--- config.mk ---
export PLATFORM = sky130hd
export DESIGN_NAME = addsub16_nibble_seq
export DESIGN_NICKNAME = d
export VERILOG_FILES = /design/src/rtl/addsub16_nibble_seq.sv
export SDC_FILE = /design/constraint.sdc
export NUM_CORES = 1
export LEC_CHECK = 0
export CORE_AREA = 2 2 92 94
export DETAILED_ROUTE_END_ITERATION = 10
export DIE_AREA = 0 0 94 96
export GPL_ROUTABILITY_DRIVEN = 0
export PLACE_DENSITY = 0.77
export SLEW_MARGIN = 20
export SYNTH_ARGS = -nofsm -noshare
export SYNTH_HDL_FRONTEND = slang
export SYNTH_SLANG_ARGS = --single-unit
--- constraint.sdc ---
create_clock -name clk -period 6.3 [get_ports clk]
set_clock_uncertainty 0.1 [all_clocks]
set_input_delay 0.63 -clock clk [delete_from_list [all_inputs] [get_ports clk]]
set_output_delay 0.63 -clock clk [all_outputs]
set_load 0.03 [all_outputs]
--- src/rtl/addsub16_nibble_seq.sv ---
// ---------------------------------------------------------------------------
// addsub16_nibble_seq
//
// Multi-cycle WIDTH-bit two's-complement add/subtract unit. It has one 4-bit
// add/sub slice and uses it once per cycle, starting with the least significant
// nibble. The slice carry is held in a register between passes. The design can
// optionally saturate the result on signed overflow. It also reports
// zero/negative/overflow flags for the final result.
//
// Parameters:
//   WIDTH  operand/result width. It must be a multiple of 4 and at least 8.
//   NNIB   number of nibble passes, WIDTH/4. It is derived internally.
//
// Ports:
//   clk    in   1      clock, rising edge
//   rst    in   1      asynchronous, active-high reset
//   start  in   1      request an operation; sampled only while idle
//   A      in   WIDTH  first operand
//   B      in   WIDTH  second operand
//   sub    in   1      0: A+B, 1: A-B
//   sat    in   1      1: saturate the result on signed overflow
//   busy   out  1      high while an operation is running or completing
//   done   out  1      one-cycle pulse when Sum/flags are valid
//   Sum    out  WIDTH  result; holds its value between operations
//   Ovfl   out  1      signed overflow of the unsaturated result
//   Z      out  1      Sum == 0 (after saturation)
//   N      out  1      Sum sign bit (after saturation)
// ---------------------------------------------------------------------------
module addsub16_nibble_seq #(
    parameter int WIDTH = 16
) (
    input  logic             clk,
    input  logic             rst,
    input  logic             start,
    input  logic [WIDTH-1:0] A,
    input  logic [WIDTH-1:0] B,
    input  logic             sub,
    input  logic             sat,
    output logic             busy,
    output logic             done,
    output logic [WIDTH-1:0] Sum,
    output logic             Ovfl,
    output logic             Z,
    output logic             N
);

    localparam int NNIB = WIDTH / 4;
    localparam int CW   = (NNIB > 1) ? $clog2(NNIB) : 1;
    localparam logic [CW-1:0] LAST_NIB = CW'(NNIB - 1);

    typedef enum logic [1:0] {
        S_IDLE = 2'd0,
        S_RUN  = 2'd1,
        S_DONE = 2'd2
    } state_t;

    state_t           state_q;
    logic [WIDTH-1:0] a_q;
    logic [WIDTH-1:0] b_q;
    logic             sub_q;
    logic             sat_q;
    logic [CW-1:0]    cnt_q;
    logic             carry_q;
    logic [WIDTH-1:0] res_q;
    logic [WIDTH-1:0] res_d;
    logic [WIDTH-1:0] sum_q;
    logic [WIDTH-1:0] sum_d;
    logic             ovfl_q;
    logic             z_q;
    logic             n_q;
    logic             busy_q;
    logic             done_q;

    // Operand nibbles are arranged as arrays, so the slice inputs are
    // selected with a plain array index on the pass counter.
    logic [3:0] a_nib_w [NNIB];
    logic [3:0] b_nib_w [NNIB];

    logic [3:0] a_nib;
    logic [3:0] bx_nib;
    logic [4:0] nib_sum;
    logic       carry_into_msb;
    logic       ovfl_w;
    logic [WIDTH-1:0] sat_val;

    for (genvar gi = 0; gi < NNIB; gi++) begin : g_nib
        assign a_nib_w[gi] = a_q[gi*4 +: 4];
        assign b_nib_w[gi] = b_q[gi*4 +: 4];
        // Only the nibble that is currently addressed takes the slice output.
        // The other nibbles keep their previous contents.
        assign res_d[gi*4 +: 4] = (cnt_q == CW'(gi)) ? nib_sum[3:0]
                                                     : res_q[gi*4 +: 4];
    end

    // Shared 4-bit slice. For subtraction, B is inverted here. The +1 comes
    // from the carry register, which is preset to 'sub' when a start is accepted.
    assign a_nib   = a_nib_w[cnt_q];
    assign bx_nib  = b_nib_w[cnt_q] ^ {4{sub_q}};
    assign nib_sum = {1'b0, a_nib} + {1'b0, bx_nib} + {4'b0000, carry_q};

    // Carry into bit 3 of the slice. This is recovered from the sum bit: s = a ^ b ^ cin.
    // In the top nibble, this bit is the carry into the sign bit.
    assign carry_into_msb = nib_sum[3] ^ a_nib[3] ^ bx_nib[3];
    assign ovfl_w         = carry_into_msb ^ nib_sum[4];

    // An overflowed result saturates toward the sign of A. When there is an
    // overflow, A and the effective B have the same sign.
    assign sat_val = a_q[WIDTH-1] ? {1'b1, {(WIDTH-1){1'b0}}}
                                  : {1'b0, {(WIDTH-1){1'b1}}};

    assign sum_d = (sat_q && ovfl_w) ? sat_val : res_d;

    always_ff @(posedge clk or posedge rst) begin
        if (rst) begin
            state_q <= S_IDLE;
            a_q     <= '0;
            b_q     <= '0;
            sub_q   <= 1'b0;
            sat_q   <= 1'b0;
            cnt_q   <= '0;
            carry_q <= 1'b0;
            res_q   <= '0;
            sum_q   <= '0;
            ovfl_q  <= 1'b0;
            z_q     <= 1'b0;
            n_q     <= 1'b0;
            busy_q  <= 1'b0;
            done_q  <= 1'b0;
        end else begin
            case (state_q)
                S_IDLE: begin
                    done_q <= 1'b0;
                    if (start) begin
                        a_q     <= A;
                        b_q     <= B;
                        sub_q   <= sub;
                        sat_q   <= sat;
                        cnt_q   <= '0;
                        carry_q <= sub;
                        busy_q  <= 1'b1;
                        state_q <= S_RUN;
                    end
                end

                S_RUN: begin
                    res_q   <= res_d;
                    carry_q <= nib_sum[4];
                    cnt_q   <= cnt_q + CW'(1);
                    if (cnt_q == LAST_NIB) begin
                        // The visible outputs change only here. This means no
                        // partial result is ever shown.
                        cnt_q   <= '0;
                        sum_q   <= sum_d;
                        ovfl_q  <= ovfl_w;
                        z_q     <= (sum_d == '0);
                        n_q     <= sum_d[WIDTH-1];
                        done_q  <= 1'b1;
                        state_q <= S_DONE;
                    end
                end

                S_DONE: begin
                    done_q  <= 1'b0;
                    busy_q  <= 1'b0;
                    state_q <= S_IDLE;
                end

                default: begin
                    done_q  <= 1'b0;
                    busy_q  <= 1'b0;
                    state_q <= S_IDLE;
                end
            endcase
        end
    end

    assign busy = busy_q;
    assign done = done_q;
    assign Sum  = sum_q;
    assign Ovfl = ovfl_q;
    assign Z    = z_q;
    assign N    = n_q;

endmodule

# ---- Yosys cells after proc, flatten, opt, wreduce, memory -nomap -nowiden
# Index checks and enable logic that the tools add are counted.
# Widths: inputs -> output; s select.
dict set report op_classes {
  addsub 3
  magnitude_cmp 1
  eq_ne 6
  muxes 24
  bitwise 6
  n_reduce_logical 10
}
# op n
set op_table {}
lappend op_table {{$mux 16} 2}
lappend op_table {{$mux 4} 8}
lappend op_table {{$bmux 4 s2} 2}
lappend op_table {{$logic_not 16->1} 1}
lappend op_table {{$reduce_and 2->1} 5}
lappend op_table {{$mux 2} 4}
lappend op_table {{$pmux 2 s2} 2}
lappend op_table {{$add 4x4->5} 1}
lappend op_table {{$add 5x1->5} 1}
lappend op_table {{$eq 2x1->1 const B} 2}
lappend op_table {{$eq 2x2->1 const B} 2}
lappend op_table {{$logic_not 2->1} 2}
lappend op_table {{$mux 1} 4}
lappend op_table {{$ne 2x2->1 const B} 2}
lappend op_table {{$pmux 1 s2} 2}
lappend op_table {{$xor 4x4->4} 1}
lappend op_table {{$ge 3x3->1 const B} 1}
lappend op_table {{$not 2->3} 1}
lappend op_table {{$xor 1x1->1} 3}
lappend op_table {{$add 2x1->2 const B} 1}
lappend op_table {{$reduce_bool 2->1} 1}
lappend op_table {{$logic_and 1x1->1} 1}
lappend op_table {{$not 1->1} 1}
dict set report word_totals {
  register_bits 76
  inputBits 37
  out_inout_bits 21
}

# ---- Longest topological paths before layout
# Gate-level depths: netlist of run 1.
dict set report logic_depth {
  depth_word 13
  depth_mapped 13
  ltp_nobuf 11
}

# ---- Least setup slack after synthesis of run 1
# OpenSTA, ideal clock, no wires.
dict set report synth_path {
  path_kind {register to register}
  start {reg cnt_q[0]}
  end {reg sum_q[2] (netlist: Sum[2])}
  setup_ns 0.087
  t_arrival_ns 3.466
  required_ns 6.113
  slack_ns 2.648
  stages_incl_launch_ff 13
  n_path_buf 1
  cell_sequence {dfrtp_1 buf_4 mux4_2 xnor2_1 fa_1 inv_1 fa_1 a21o_1 a21oi_1 xor3_2 xnor2_2 or4_4 o211ai_1}
}
dict set report synth_between {
  elab_chain_len 12
}
# element line
set synth_rtl {}
lappend synth_rtl {{start, declared} 62} ;# logic [CW-1:0] cnt_q;
lappend synth_rtl {{start signal, assigned} 148} ;# cnt_q <= cnt_q + CW'(1);
lappend synth_rtl {{$not 2->3 (implied by the code)} {97, 98}}
lappend synth_rtl {{$bmux 4 s2} 98} ;# assign bx_nib = b_nib_w[cnt_q] ^ {4{sub_q}};
lappend synth_rtl {{$mux 4 (implied by the code) (2 in series)} 98}
lappend synth_rtl {{$xor 4x4->4} 98}
lappend synth_rtl {{$add 4x4->5} 99} ;# assign nib_sum = {1'b0, a_nib} + {1'b0, bx_nib} + {4'b0000, carry_q};
lappend synth_rtl {{$add 5x1->5} 99}
lappend synth_rtl {{$xor 1x1->1 (2 in series)} 103} ;# assign carry_into_msb = nib_sum[3] ^ a_nib[3] ^ bx_nib[3];
lappend synth_rtl {{$xor 1x1->1} 104} ;# assign ovfl_w = carry_into_msb ^ nib_sum[4];
lappend synth_rtl {{$logic_and 1x1->1} 111} ;# assign sum_d = (sat_q && ovfl_w) ? sat_val : res_d;
lappend synth_rtl {{$mux 16} 111}
lappend synth_rtl {{end signal, assigned} 153} ;# sum_q <= sum_d;
lappend synth_rtl {{end, declared} 66} ;# logic [WIDTH-1:0] sum_q;
# Parallel ways exist; a longest one is shown, timed or not. The select of a mux whose other input is x is not followed.
# A chain may end at the register's enable or synchronous reset.

# ---- Worst setup path after layout of run 1
dict set report layout_path {
  start {reg cnt_q[0]}
  end {reg sum_q[7] (netlist: Sum[7])}
}
# The elaborated chain is that of the path after synthesis.

==> impl_metrics.py, run 1 <==
metrics = {
    "run_status": {
        "status": "complete, no violations",
    },
    "synth": {
        "syn-instance-count": 307,
        "ys_seq_elements": 73,
        "synthFlopType": "dfrtp_1",
        "ys_types": 40,
        "synth-edff-count": 0,
        "yosysWarnings": 0,
        "yosysSeqAreaShare_pct": 51.5,
        "syn-cell-area_mm2": 0.00355,
        "synth_most_common_cell": "dfrtp_1",
        "synth_fp_nets": 353,
        "synth_top_area_share_pct": 51.5,
        "ys_async_sr_fraction_pct": 100,
        "syn_area_per_cell_um2": 11.6,
        "synth_largest_area_cell": "dfrtp_1",
        "ys_top_cells_by_area": "dfrtp_1 (51%), mux2_2 (12%), mux4_2 (5.1%), nand2_1 (3.6%), nor2_1 (3.2%)",
        "ys_top_cells_by_count": "dfrtp_1 (73), mux2_2 (37), nand2_1 (34), nor2_1 (30), o21ai_0 (17)",
    },
    "timing": {
        "period_needed_ns": 4.30,
        "tns_ns": 0,
        "timing.final.max_slew_violations": 0,
        "hold_violations": 0,
        "post-route-period-util_pct": 68.3,
        "rsz0062_at_grt": "false",
        "worst_slack_ns": 2.00,
        "hold_ws_ns": 0.389,
        "worstMarginPinSlew_ns": 0.915,
        "fmax_ghz": 0.232,
        "slew_headroom_pct": 39.0,
        "finalSetupViolCount": 0,
    },
    "worst_setup_path": {
        "crit_type": "flip-flop to flip-flop",
        "crit_path_frequent_cell": "fa_1",
        "cp_slowest_cell": "dfrtp_1",
        "worstPathMaxFanout": 13,
        "cpPeakStageDelay_ns": 0.73,
        "crit_chain": "mux4_2 -> xnor2_1 -> fa_1 -> inv_1 -> fa_1 -> a21o_1 -> a21oi_1 -> xor3_2 -> xnor2_2 -> nor2_1 -> nor3_1",
        "cp-start-kind": "flip-flop",
        "r2r_cells": 11,
        "cp.required_ns": 6.40,
        "critPathCaptureType": "flip-flop",
        "critPathArrivalTime_ns": 4.40,
    },
    "drt": {
        "vias": 2410,
        "drtPass1Iterations": 4,
        "drc": 0,
        "drt_iter0_drc": 98,
        "drt_wl_total_mm": 7.17,
        "antenna_left": 0,
        "wl_per_cell_um": 15.3,
        "via_per_inst": 5.14,
    },
    "place": {
        "placed_area_mm2": 0.00418,
        "portBuffers": 57,
        "hpwl_mm": 5.11,
        "dp_slack_ns": 2.02,
    },
    "global_route": {
        "grt_pass1_wl_mm": 12.1,
        "grt_max_degree": 74,
        "grt_pass1_vias": 2499,
        "grt_use_total_pct": 17.8,
        "antenna_found_initial": 0,
        "overflow": 0,
    },
    "floorplan": {
        "die_w_um": 94,
        "pin_count": 58,
        "dieArea_mm2": 0.00902,
        "initial_core_util_pct": 44.1,
        "coreArea_mm2": 0.00805,
        "fp.dieH_um": 96,
        "num_rows": 33,
    },
    "clock_network": {
        "cts_tree": "done",
        "post_cts_resized": 0,
        "clock_latency_ns": 0.35,
        "cts_setup_buffers": 0,
        "cts-root-buf": "clkbuf_8",
        "hold_buffers": 0,
        "cts_htree_levels": 3,
        "clk_pin_slew_worst_paths_ns": 0.08,
        "max-clock-path-buffers": 2,
        "cts_sinks": 73,
        "cts_made_buffers": 9,
    },
    "final_layout": {
        "register_area_mm2": 0.00183,
        "layout-drive-gt1-share_pct": 20.9,
        "design_area_mm2": 0.00441,
        "diodes": 0,
        "synthToLayoutAreaGrowth_pct": 24.2,
        "nets": 405,
        "n_fill_cell": 702,
        "multi_input_area_mm2": 0.00158,
    },
    "hold_path": {
        "hold_class": "flip-flop to flip-flop",
        "holdPathStages": 2,
    },
    "run": {
        "maxCapViolCount": 0,
    },
}
final cells by class:
class,count,area share (%)
flip-flops and latches,73,41.5
well taps,105,2.98
inverters,12,1.02
clock buffers,11,3.44
multi-input cells,203,35.9
repair buffers,60,13.5
clock inverters,5,1.76
cell usage in the layout, fill, tap and decap left out, types with 3 or more instances in the layout:
cell type / netlist / routed
dfrtp_1: 73 / 73
clkdlybuf4s50_1: 0 / 57
mux2_2: 37 / 37
nand2_1: 34 / 34
nor2_1: 30 / 29
o21ai_0: 17 / 17
a21oi_1: 15 / 15
inv_1: 12 / 11
clkbuf_8: 0 / 11
mux4_2: 8 / 8
ha_1: 7 / 7
a211oi_1: 6 / 6
o211ai_1: 6 / 6
nor3_1: 5 / 5
o22ai_1: 3 / 3
xnor2_1: 3 / 3
buf_4: 3 / 3
sequential cells by signal, summed over array words and instances (netlist names), 2 cells and up:
signal	flops
res_q	14
state_q	2
b_q	16
cnt_q	2
Sum	16
a_q	16
routing by layer:
metal | global-route usage [%] | wire [um]
met1 | 22.5 | 3300
met2 | 29.3 | 3490
met3 | 4.31 | 311
met4 | 7.73 | 72
met5 | 0 | 0
through the flow:
stage,utilization [%],instances
after floorplan,-,307
after global placement,51.9,453
after detailed placement,51.9,453
after CTS,54.7,469
after global routing,54.7,469
final,54.7,469
critical path, delay by kind of cell, from the launching register on:
kind                       cells  cell delay, ns
buffers and inverters          1            0.05
AOI/OAI and AO/OA              2            0.39
adders and majority gates      2            0.62
DFF                            1            0.73
xor gates and xnor gates       3            0.93
and+or+nand+nor                2            0.75
muxes                          1            0.59
path summary, 6_finish.rpt:
path | start | end | slack, ns
setup reg to reg | cnt_q[0] | Sum[7] | 2.00
hold / removal | res_q[2] | res_q[2] | 0.39
setup / recovery | cnt_q[0] | Sum[7] | 2.00
min in group asynchronous | rst | a_q[1] | 0.77
max in group asynchronous | rst | b_q[0] | 4.74
hold reg to reg | res_q[2] | res_q[2] | 0.39
cell families after synthesis:
logic type / share of synthesized area (%)
simple gates: 9.59
flops: 51.5
compound gates: 10.9
mux: 17.1
buf+inv: 4.02
xor+xnor: 3.32
fa+ha+maj: 3.60
Power of run 1 is left out: the tool's default activity adds up to more than one toggle a clock period on the data nets, which glitch-free logic cannot reach.
==> inputs of run 2 (changes only) <==
- PLACE_DENSITY: 0.77 -> 0.8
- clock period: 6.3 -> 3.8 ns (I/O delays scaled with it)
==> impl_metrics.py, run 2 (synthesis gave the netlist of run 1 again) <==
metrics = {
    "run_status": {
        "status": "complete, no violations",
    },
    "worst_setup_path": {
        "crit_start": "cnt_q[0]",
        "worstPathMaxFanout": 5,
        "critPathArrivalTime_ns": 3.78,
        "crit_type": "flip-flop to flip-flop",
        "cp.required_ns": 3.97,
        "r2r_cells": 11,
        "timing.rr.start": "cnt_q[0]",
        "r2r_slack_ns": 0.19,
        "critPathCaptureType": "flip-flop",
        "rr_endpoint": "Sum[2]",
        "endpoint": "Sum[2]",
        "cp-start-kind": "flip-flop",
    },
    "global_route": {
        "overflow": 0,
        "grt_use_total_pct": 17.7,
        "antenna_found_initial": 0,
        "grt_pass1_wl_mm": 12.1,
        "grt_max_degree": 37,
        "grt_pass1_vias": 2550,
    },
    "floorplan": {
        "fp.dieH_um": 96,
        "coreArea_mm2": 0.00805,
        "dieArea_mm2": 0.00902,
        "die_w_um": 94,
        "pin_count": 58,
        "num_rows": 33,
        "initial_core_util_pct": 44.1,
    },
    "timing": {
        "slew_headroom_pct": 52.6,
        "worstMarginPinSlew_ns": 0.708,
        "timing.final.max_slew_violations": 0,
        "hold_ws_ns": 0.241,
        "rsz0062_at_grt": "false",
        "finalSetupViolCount": 0,
        "hold_violations": 0,
        "post-route-period-util_pct": 94.9,
        "fmax_ghz": 0.277,
        "period_needed_ns": 3.61,
    },
    "clock_network": {
        "max-clock-path-buffers": 2,
        "cts_htree_levels": 3,
        "hold_buffers": 0,
        "cts_sinks": 73,
        "clk_pin_slew_worst_paths_ns": 0.07,
        "cts-root-buf": "clkbuf_8",
        "cts_made_buffers": 9,
        "cts_tree": "done",
        "clock_latency_ns": 0.35,
    },
    "final_layout": {
        "diodes": 0,
        "synthToLayoutAreaGrowth_pct": 25.6,
        "mostFrequentLayoutCells": "dfrtp_1 (73), clkdlybuf4s50_1 (57), mux2_2 (37)",
        "final_common_cell": "dfrtp_1",
        "nets": 415,
        "layout-drive-gt1-share_pct": 23.0,
    },
    "hold_path": {
        "hold_class": "input port to asynchronous set/reset pin",
    },
    "place": {
        "portBuffers": 57,
        "hpwl_mm": 5.47,
    },
    "drt": {
        "wl_per_cell_um": 15.3,
        "drtPass1Iterations": 4,
        "drt_wl_total_mm": 7.29,
        "antenna_left": 0,
        "drt_iter0_drc": 118,
        "vias": 2529,
        "via_per_inst": 5.32,
        "drc": 0,
    },
    "run": {
        "maxCapViolCount": 0,
    },
}
## run 2: cell count changes in the layout (fill, tap and decap cells not counted)
cell        previous run  this run
xor2_4                 0         1
buf_4                  3        12
buf_12                 0         1
xor2_2                 2         1
nor2_4                 0         1
bufinv_16              2         0
xnor2_2                1         3
nor2_1                29        28
clkinv_2               2         1
clkinvlp_4             1         0
xnor2_1                3         1
## run 2: layout make-up
type	count	area, um^2
timing repair buffer	70	681
clock buffer	11	151
fill	684	3600
multi-input combinational	203	1610
inverter	12	45.0
tap	105	131
sequential	73	1830
clock inverter	1	5.00
## run 2: metrics by stage
stage | utilization (%) | instances | cell area, um^2 | TNS, ns | worst slack, ns
floorplan | - | 307 | 3550 | 0 | 0.148
finish | 55.3 | 475 | 4450 | 0 | 0.192
CTS | 54.8 | 474 | 4420 | 0 | 0.000219
global route | 55.3 | 475 | 4450 | 0 | 0.0345
global placement | 52.9 | 462 | 4260 | -0.0767 | -0.0203
detailed placement | 52.9 | 462 | 4260 | -1.96 | -0.218
## run 2: how the worst min path moves through the flow
stage,to,slack (ns),cells past startpoint
floorplan,res_q[5],0.34,2
global placement,res_q[5],0.36,2
detailed placement,res_q[13],0.37,2
CTS,sat_q,0.25,2
global route,Ovfl,0.29,2
finish,sat_q,0.24,2
## run 2: repair_timing
item,in CTS,in global routing
resized for setup,1,4
setup buffers,0,1
pin swaps,0,1
setup endpoints to repair,11,16
## run 2: worst max-delay path, cell delays in order, from the launching register on
cell and delay (ns):
dfrtp_1 0.43, mux4_2 0.55, xnor2_2 0.15, fa_1 0.22
inv_1 0.07, fa_1 0.40, a21o_1 0.20, a21oi_1 0.21
xor3_2 0.40, xnor2_2 0.22, or4_4 0.48, o211ai_1 0.11
## run 2: layer usage
layer | global-route usage, % | vias to the layer above | share of wire [%]
li1 | - | 1192 | -
met3 | 4.39 | 16 | 4.5
met1 | 21.1 | 1245 | 44
met4 | 7.37 | 0 | 2.2
met5 | 0 | - | 0
met2 | 30.8 | 76 | 49
Power of run 2 is left out for the same reason.
==> inputs of run 3 (changes only) <==
- ABC_AREA: not set -> 1
- CORE_AREA: 2 2 92 94 -> 2 2 94 96
- DIE_AREA: 0 0 94 96 -> 0 0 96 98
==> impl_metrics.py, run 3 <==
metrics = {
    "run_status": {
        "status": "complete, no violations",
    },
    "timing": {
        "period_needed_ns": 3.37,
        "post-route-period-util_pct": 88.8,
        "worst_slack_ns": 0.427,
        "fmax_ghz": 0.297,
        "slew_headroom_pct": 48.8,
        "finalSetupViolCount": 0,
        "timing.final.max_slew_violations": 0,
        "hold_ws_ns": 0.384,
        "tns_ns": 0,
        "hold_violations": 0,
        "rsz0062_at_grt": "false",
        "worstMarginPinSlew_ns": 0.766,
    },
    "synth": {
        "yosysSeqAreaShare_pct": 50.5,
        "synth_fp_nets": 499,
        "synth-edff-count": 0,
        "ys_async_sr_fraction_pct": 100,
        "ys_types": 31,
        "syn_area_per_cell_um2": 8.20,
        "synth_largest_area_cell": "dfrtp_1",
        "yosysWarnings": 0,
        "synthFlopType": "dfrtp_1",
        "ys_seq_elements": 75,
        "syn-cell-area_mm2": 0.00371,
        "ys_top_cells_by_count": "nand2_1 (187), dfrtp_1 (75), o21ai_0 (44), inv_1 (27), nor2_1 (23)",
        "ys_top_cells_by_area": "dfrtp_1 (51%), nand2_1 (19%), o21ai_0 (5.9%), inv_1 (2.7%), a2bb2oi_1 (2.6%)",
        "synth_most_common_cell": "nand2_1",
        "synth_top_area_share_pct": 50.5,
        "syn-instance-count": 453,
    },
    "run": {
        "maxCapViolCount": 0,
    },
    "clock_network": {
        "cts_sinks": 75,
        "cts_made_buffers": 9,
        "cts_tree": "done",
        "clock_latency_ns": 0.35,
        "cts_htree_levels": 3,
        "cts-root-buf": "clkbuf_8",
        "max-clock-path-buffers": 2,
        "clk_pin_slew_worst_paths_ns": 0.08,
    },
    "drt": {
        "drt_wl_total_mm": 8.52,
        "vias": 3191,
        "wl_per_cell_um": 13.5,
        "drc": 0,
        "via_per_inst": 5.07,
        "drt_iter0_drc": 207,
        "drtPass1Iterations": 4,
        "antenna_left": 0,
    },
    "final_layout": {
        "layout-drive-gt1-share_pct": 10.6,
        "n_fill_cell": 779,
        "synthToLayoutAreaGrowth_pct": 25.0,
        "final_common_cell": "nand2_1",
        "nets": 563,
        "diodes": 0,
        "mostFrequentLayoutCells": "nand2_1 (187), dfrtp_1 (74), clkdlybuf4s50_1 (57)",
    },
    "global_route": {
        "grt_pass1_wl_mm": 14.7,
        "grt_pass1_vias": 3149,
        "grt_use_total_pct": 19.8,
        "antenna_found_initial": 0,
        "grt_max_degree": 39,
        "overflow": 0,
    },
    "place": {
        "portBuffers": 57,
        "dp_slack_ns": 0.387,
        "hpwl_mm": 6.13,
    },
    "floorplan": {
        "num_rows": 34,
        "pin_count": 58,
        "die_w_um": 96,
        "coreArea_mm2": 0.00847,
        "initial_core_util_pct": 43.9,
        "fp.dieH_um": 98,
        "dieArea_mm2": 0.00941,
    },
    "hold_path": {
        "hold_class": "flip-flop to flip-flop",
    },
    "worst_setup_path": {
        "critPathArrivalTime_ns": 3.56,
        "cp-start-kind": "flip-flop",
        "critPathCaptureType": "flip-flop",
        "cp.required_ns": 3.99,
        "worstPathMaxFanout": 21,
        "crit_type": "flip-flop to flip-flop",
    },
}
run 3: changes by cell type after synthesis, sizes merged, moves of 3 or more:
cell | previous run | this run
mux4 | 8 | 0
o211ai | 6 | 0
nor2 | 30 | 26
a211oi | 7 | 0
o21ai | 17 | 44
a2bb2oi | 0 | 11
nand3 | 2 | 19
nand2 | 35 | 199
a21oi | 15 | 8
xnor2 | 4 | 1
mux2 | 37 | 0
inv | 12 | 28
nor3 | 5 | 0
run 3: layout make-up:
cell class / count / area [um^2] / area share [%]
multi-input cells: 331 / 1630 / 35.1
clock buffers: 11 / 131 / 2.83
flip-flops and latches: 75 / 1880 / 40.4
well taps: 108 / 135 / 2.91
repair buffers: 71 / 676 / 14.6
clock inverters: 4 / 76.3 / 1.64
inverters: 29 / 118 / 2.53
run 3: worst paths after layout:
path | start | slack (ns) | depth (start not counted) | endpoint
min reg2reg | res_q[2] | 0.38 | 2 | res_q[2]
max | cnt_q[0] | 0.43 | 20 | Z
min | res_q[2] | 0.38 | 2 | res_q[2]
min in group asynchronous | rst | 0.39 | 2 | Sum[5]
max in group asynchronous | rst | 2.42 | 3 | cnt_q[1]
max reg2reg | cnt_q[0] | 0.43 | 20 | Z
run 3: repair_timing:
| action | CTS | global route |
|---|---|---|
| hold buffers | 0 | 0 |
| setup buffers | 0 | 6 |
| endpoints found under the setup margin | 0 | 1 |
| gates resized for setup | 0 | 2 |
run 3: worst max-delay path: stages (launching register included):
cell and delay, ns:
dfrtp_1 0.39, buf_4 0.24, o21ai_0 0.12, o22ai_1 0.22, xor2_1 0.20, fa_1 0.19
inv_1 0.06, fa_1 0.41, a21oi_1 0.21, nor2_1 0.06, nor2_1 0.16, nand3_1 0.11
nand2_1 0.08, nand2_2 0.06, nand2_4 0.10, nand2_4 0.13, nand2_1 0.12, nand2_1 0.05
nor2_1 0.10, nand2_1 0.07, o21bai_2 0.12
run 3: metal layers:
metal | GRT usage, % | vias up | wire length, um
met5 | 0 | - | 0
met4 | 5.49 | 0 | 103
met3 | 5.25 | 13 | 455
met2 | 31.9 | 105 | 4250
met1 | 26.1 | 1503 | 3700
li1 | - | 1570 | -
run 3: logic make-up (layout without fill, tap and decap cells):
logic type | Yosys count | count (layout) | synth area share (%)
adder cells (fa/ha/maj) | 9 | 9 | 3.44
AND/OR/NAND/NOR | 244 | 244 | 27.5
XOR/XNOR | 4 | 4 | 0.943
AO/OA/AOI/OAI | 74 | 74 | 12.0
flip-flops | 75 | 75 | 50.5
buffers and inverters | 47 | 115 | 5.62
run 3: stage by stage:
| step | utilization, % | cells | cell area (um^2) |
|---|---|---|---|
| CTS | 54.3 | 623 | 4590 |
| global route | 54.8 | 629 | 4640 |
| floorplan | - | 453 | 3710 |
| global placement | 51.8 | 608 | 4390 |
| finish | 54.8 | 629 | 4640 |
| detailed placement | 51.8 | 608 | 4390 |
Power of run 3 is left out for the same reason.
